<file path="src/rtl/card_shoe_pkg.sv">
// ============================================================================
// Module      : card_shoe_pkg
// Description : Shared deck constants, state encoding and index helper for the
//               card shoe and its decode logic.
// Revision    : 1.0 - initial release
// ============================================================================
`timescale 1ns/1ps
`default_nettype none

package card_shoe_pkg;

    localparam int DECK_CARDS = 52;
    localparam int RANKS      = 13;
    localparam int FACE_VALUE = 10;

    localparam int IDX_W   = 6;
    localparam int VALUE_W = 5;
    localparam int RANK_W  = 4;
    localparam int SUIT_W  = 2;
    localparam int LEFT_W  = 6;

    typedef enum logic [1:0] {
        ST_IDLE    = 2'd0,
        ST_SCAN    = 2'd1,
        ST_DELIVER = 2'd2
    } shoe_state_e;

    // Deck index successor; wraps at the last card so 52..63 never appear.
    function automatic logic [IDX_W-1:0] next_idx(input logic [IDX_W-1:0] idx);
        return (idx == IDX_W'(DECK_CARDS - 1)) ? '0 : idx + 1'b1;
    endfunction

endpackage

`default_nettype wire

</file>
<file path="src/rtl/card_shoe_index_decode.sv">
// ============================================================================
// Module      : shoe_index_decode
// Description : Combinational deck index to rank / suit / blackjack value.
// Revision    : 1.0 - initial release
// ============================================================================
`timescale 1ns/1ps
`default_nettype none

module shoe_index_decode
    import card_shoe_pkg::*;
(
    input  logic [IDX_W-1:0]   index_i,
    output logic [RANK_W-1:0]  rank_o,
    output logic [SUIT_W-1:0]  suit_o,
    output logic [VALUE_W-1:0] value_o
);

    logic [IDX_W-1:0]  rem;
    logic [RANK_W-1:0] rank;

    // Division by 13 resolved as a compare chain against the suit boundaries.
    always_comb begin
        suit_o = '0;
        rem    = index_i;
        if (index_i >= IDX_W'(3 * RANKS)) begin
            suit_o = 2'd3;
            rem    = index_i - IDX_W'(3 * RANKS);
        end else if (index_i >= IDX_W'(2 * RANKS)) begin
            suit_o = 2'd2;
            rem    = index_i - IDX_W'(2 * RANKS);
        end else if (index_i >= IDX_W'(RANKS)) begin
            suit_o = 2'd1;
            rem    = index_i - IDX_W'(RANKS);
        end
        rank    = RANK_W'(rem + 6'd1);
        rank_o  = rank;
        value_o = (rank > 4'd10) ? VALUE_W'(FACE_VALUE) : {1'b0, rank};
    end

endmodule

`default_nettype wire

</file>
<file path="src/rtl/card_shoe.sv">
// ============================================================================
// Module      : card_shoe
// Description : Single-deck card shoe answering draw requests with one undealt
//               card, scanning the dealt bitmap from a free-running pointer.
// Revision    : 1.0 - initial release
// ============================================================================
`timescale 1ns/1ps
`default_nettype none

module card_shoe
    import card_shoe_pkg::*;
(
    input  logic               Clock,
    input  logic               reset_n,
    input  logic               draw_req,
    input  logic               shuffle,
    output logic               card_valid,
    output logic [VALUE_W-1:0] card_value,
    output logic [RANK_W-1:0]  card_rank,
    output logic [SUIT_W-1:0]  card_suit,
    output logic               busy,
    output logic               empty,
    output logic [LEFT_W-1:0]  cards_left,
    output logic               draw_err
);

    shoe_state_e               state_q, state_d;
    logic [DECK_CARDS-1:0]     dealt_q, dealt_d;
    logic [IDX_W-1:0]          rand_ptr_q;
    logic [IDX_W-1:0]          scan_idx_q, scan_idx_d;
    logic [LEFT_W-1:0]         cards_left_q, cards_left_d;
    logic [RANK_W-1:0]         rank_q, rank_d;
    logic [SUIT_W-1:0]         suit_q, suit_d;
    logic [VALUE_W-1:0]        value_q, value_d;
    logic                      draw_err_q, draw_err_d;

    logic [RANK_W-1:0]         dec_rank;
    logic [SUIT_W-1:0]         dec_suit;
    logic [VALUE_W-1:0]        dec_value;

    shoe_index_decode u_decode (
        .index_i (scan_idx_q),
        .rank_o  (dec_rank),
        .suit_o  (dec_suit),
        .value_o (dec_value)
    );

    always_comb begin
        state_d      = state_q;
        dealt_d      = dealt_q;
        scan_idx_d   = scan_idx_q;
        cards_left_d = cards_left_q;
        rank_d       = rank_q;
        suit_d       = suit_q;
        value_d      = value_q;
        draw_err_d   = 1'b0;

        case (state_q)
            ST_IDLE: begin
                if (draw_req && !shuffle) begin
                    if (cards_left_q == '0) begin
                        draw_err_d = 1'b1;
                    end else begin
                        scan_idx_d = rand_ptr_q;
                        state_d    = ST_SCAN;
                    end
                end
            end
            ST_SCAN: begin
                if (!dealt_q[scan_idx_q]) begin
                    dealt_d[scan_idx_q] = 1'b1;
                    rank_d              = dec_rank;
                    suit_d              = dec_suit;
                    value_d             = dec_value;
                    cards_left_d        = cards_left_q - 6'd1;
                    state_d             = ST_DELIVER;
                end else begin
                    scan_idx_d = next_idx(scan_idx_q);
                end
            end
            ST_DELIVER: state_d = ST_IDLE;
            default:    state_d = ST_IDLE;
        endcase

        // Shuffle returns every card, including one being delivered this cycle.
        if (shuffle) begin
            dealt_d      = '0;
            cards_left_d = LEFT_W'(DECK_CARDS);
            state_d      = ST_IDLE;
        end
    end

    always_ff @(posedge Clock) begin
        if (!reset_n) begin
            state_q      <= ST_IDLE;
            dealt_q      <= '0;
            rand_ptr_q   <= '0;
            scan_idx_q   <= '0;
            cards_left_q <= LEFT_W'(DECK_CARDS);
            rank_q       <= '0;
            suit_q       <= '0;
            value_q      <= '0;
            draw_err_q   <= 1'b0;
        end else begin
            state_q      <= state_d;
            dealt_q      <= dealt_d;
            rand_ptr_q   <= next_idx(rand_ptr_q);
            scan_idx_q   <= scan_idx_d;
            cards_left_q <= cards_left_d;
            rank_q       <= rank_d;
            suit_q       <= suit_d;
            value_q      <= value_d;
            draw_err_q   <= draw_err_d;
        end
    end

    assign card_valid = (state_q == ST_DELIVER);
    assign busy       = (state_q != ST_IDLE);
    assign empty      = (cards_left_q == '0);
    assign cards_left = cards_left_q;
    assign card_rank  = rank_q;
    assign card_suit  = suit_q;
    assign card_value = value_q;
    assign draw_err   = draw_err_q;

endmodule

`default_nettype wire

</file>
<file path="config.mk">
export PLATFORM = sky130hd
export DESIGN_NAME = card_shoe
export DESIGN_NICKNAME = d
export VERILOG_FILES = /design/src/rtl/card_shoe_pkg.sv /design/src/rtl/card_shoe_index_decode.sv /design/src/rtl/card_shoe.sv
export SDC_FILE = /design/constraint.sdc
export NUM_CORES = 1
export LEC_CHECK = 0
export CORE_UTILIZATION = 55
export DETAILED_ROUTE_END_ITERATION = 12
export GPL_ROUTABILITY_DRIVEN = 0
export GPL_TIMING_DRIVEN = 0
export PLACE_DENSITY = 0.86
export SLEW_MARGIN = 20
export SYNTH_ARGS = -nofsm -noshare
export SYNTH_HDL_FRONTEND = slang
export SYNTH_SLANG_ARGS = --single-unit
</file>
<file path="constraint.sdc">
create_clock -name Clock -period 3.5 [get_ports Clock]
set_clock_uncertainty 0.05 [all_clocks]
set_input_delay 0.7 -clock Clock [delete_from_list [all_inputs] [get_ports Clock]]
set_output_delay 0.7 -clock Clock [all_outputs]
set_load 0.05 [all_outputs]
</file>
==> flow_metrics.tcl <==
set metrics [dict create \
    syn_area_um2 4170 \
    crit_fanout 10 \
    worstSetupPathType "register to register" \
    synth_top_area_frac 0.399 \
    slew_viol_final 0 \
    grt_use_met2 0.432 \
    synth_edf_count 0 \
    portBuffers 23 \
    worstMarginPinSlew_ns 0.780 \
    final_core_util 0.650 \
    synth.area.top_cells "dfxtp_1, nor2_1, a31oi_1, mux4_2, ha_1" \
    crit_arrival_ns 3.52 \
    syn_area_per_cell_um2 9.22 \
    grt_antenna_before_repair 0 \
    nets 503 \
    grt_usage 0.279 \
    dieArea_um2 7930 \
    setup_violations 0 \
    drive_above_1_share 0.144 \
    place_ws_ns -0.0397 \
    drt_first_pass_iters 6 \
    grt_max_degree 18 \
    required_ns 3.73 \
    cts.sinks 83 \
    finalCritPeriodShare 0.941 \
    vdd_drop_max_v 0.000229 \
    ff_latch_area_um2 1660 \
    antenna_cells 0 \
    syn-num-nets 468 \
    multi_input_area_um2 2220 \
    grt_pass1_wl_um 16500 \
    p_per_area_nw_per_um2 399 \
    cts-root-buf "clkbuf_8" \
    areaGrowthSynthToFinish_pct 13.8 \
    ys.flop_type "dfxtp_1" \
    ys_warn_count 0 \
    startpoint_type "register" \
    clkTransAtPathRegs_ns 0.10 \
    wl_um 10600 \
    grt_pass1_vias 3335 \
    die_x_um 89.0 \
    fillers 603 \
    dp_hpwl_um 7380 \
    synth.largest_area_cell "dfxtp_1" \
    busiest_layer "met2" \
    endpoint_kind "register" \
    fin_ws_ns 0.205 \
    status "finished, final reports clean" \
    coreArea_um2 7290 \
    clock_latency_ns 0.37 \
    io_pins 25 \
    fmax_mhz 304 \
    fin_area_um2 4740 \
    place_area_um2 4520 \
    cts_tree "yes" \
    ys_seq_area_frac 0.399 \
    hold_viol 0 \
    yosys-top-cells-count "nor2_1, dfxtp_1, a31oi_1" \
    finalPower_mw 1.89 \
    viasPerCell 6.18 \
    fp-row-count 31 \
    cts-htree-levels 3 \
    antenna_left 0 \
    fp.dieH_um 89.0 \
    cts_made_buffers 9 \
    holdCritPathClass "register to register" \
    finalCriticalPeriod_ns 3.29 \
    synth-seq-cells 83 \
    wl_per_cell_um 17.9 \
    grtUsageMet1 0.378 \
    yosysMostFrequentCell "nor2_1" \
    synthCells 452 \
    cts_buffer_depth 2 \
    leakagePower_nw 1.75 \
    drcViolationCount 0 \
    drt_iter0_markers 299 \
    synth_cell_types 67 \
    drv_cap 0 \
    synth-async-reset-ratio 0 \
    route.vias.total 3653 \
    start_util 0.571 \
    relSlewSlack 0.479 \
    grt_use_met3 0.0646 \
    grt_overflow 0 \
]
-- power by group --
part / switching [mW] / internal (mW)
Combinational: 0.158 / 0.0870
Sequential: 0.0115 / 0.955
Clock: 0.397 / 0.279
Total: 0.567 / 1.32
-- worst max-delay path, cell delays in order, from the launching register on --
cell and delay, ns:
dfxtp_1 0.40, clkbuf_4 0.23, inv_1 0.16, ha_1 0.23, nor2b_1 0.13, clkbuf_2 0.22
o31ai_2 0.30, o211ai_1 0.21, xnor2_2 0.26, inv_1 0.13, ha_1 0.25, xor2_2 0.22
o21ai_0 0.15, a31oi_1 0.26
-- path summary, 6_finish.rpt --
check,cells after the start,to,slack [ns],startpoint
setup reg to reg,13,card_value[1],0.21,scan_idx_q[2]
hold reg to reg,1,rand_ptr_q[0],0.42,rand_ptr_q[0]
hold / removal,1,rand_ptr_q[0],0.42,rand_ptr_q[0]
setup / recovery,13,card_value[1],0.21,scan_idx_q[2]
-- cell usage in the layout (no fill, tap or decap), types with 10 or more instances in the layout --
cell type	count
a31oi_1	38
ha_1	12
nand2_1	16
clkdlybuf4s50_1	23
mux4_2	10
inv_1	16
dfxtp_1	82
clkbuf_1	18
a21oi_1	13
nor2_1	92
-- state kept, by name, summed over array words and instances, names as in the netlist --
name	flops
card_rank	4
card_suit	2
card_value	4
cards_left	6
dealt_q	52
draw_err	1
rand_ptr_q	6
scan_idx_q	6
state_q	2
-- through the flow --
stage,cells,setup TNS (ns),hold WS [ns]
after floorplan,452,0,0.378
after global placement,574,0,0.388
after detailed placement,574,-0.0397,0.402
after CTS,590,0,0.425
after global routing,591,-0.000938,0.453
final,591,0,0.423
-- cells by family after synthesis --
family          after synthesis  share of synthesized area
simple gates                155                      0.174
compound gates              109                      0.195
flops                        83                      0.399
buf+inv                      57                     0.0724
mux                          23                     0.0973
fa+ha+maj                    12                     0.0360
xor+xnor                     12                     0.0252
other cells                   1                   0.000900
-- routing by layer --
metal / share of wire / vias to the layer above
met5: 0 / -
met3: 0.074 / 35
met4: 0.034 / 0
li1: - / 1685
met1: 0.43 / 1747
met2: 0.46 / 186
-- layout make-up --
cell class / count / share of cell area
clock inverter: 7 / 0.0137
clock buffer: 9 / 0.0261
sequential: 83 / 0.351
tap: 99 / 0.0261
buffer: 40 / 0.0507
timing repair buffer: 25 / 0.0518
inverter: 16 / 0.0127
multi-input combinational: 312 / 0.468
-- timing repair --
item	in CTS	in global routing
setup buffers	0	2
pin swaps	0	1
setup endpoints to repair	1	6
resized for setup	2	4
hold buffers	0	0
(Power assumes the default switching activity.)
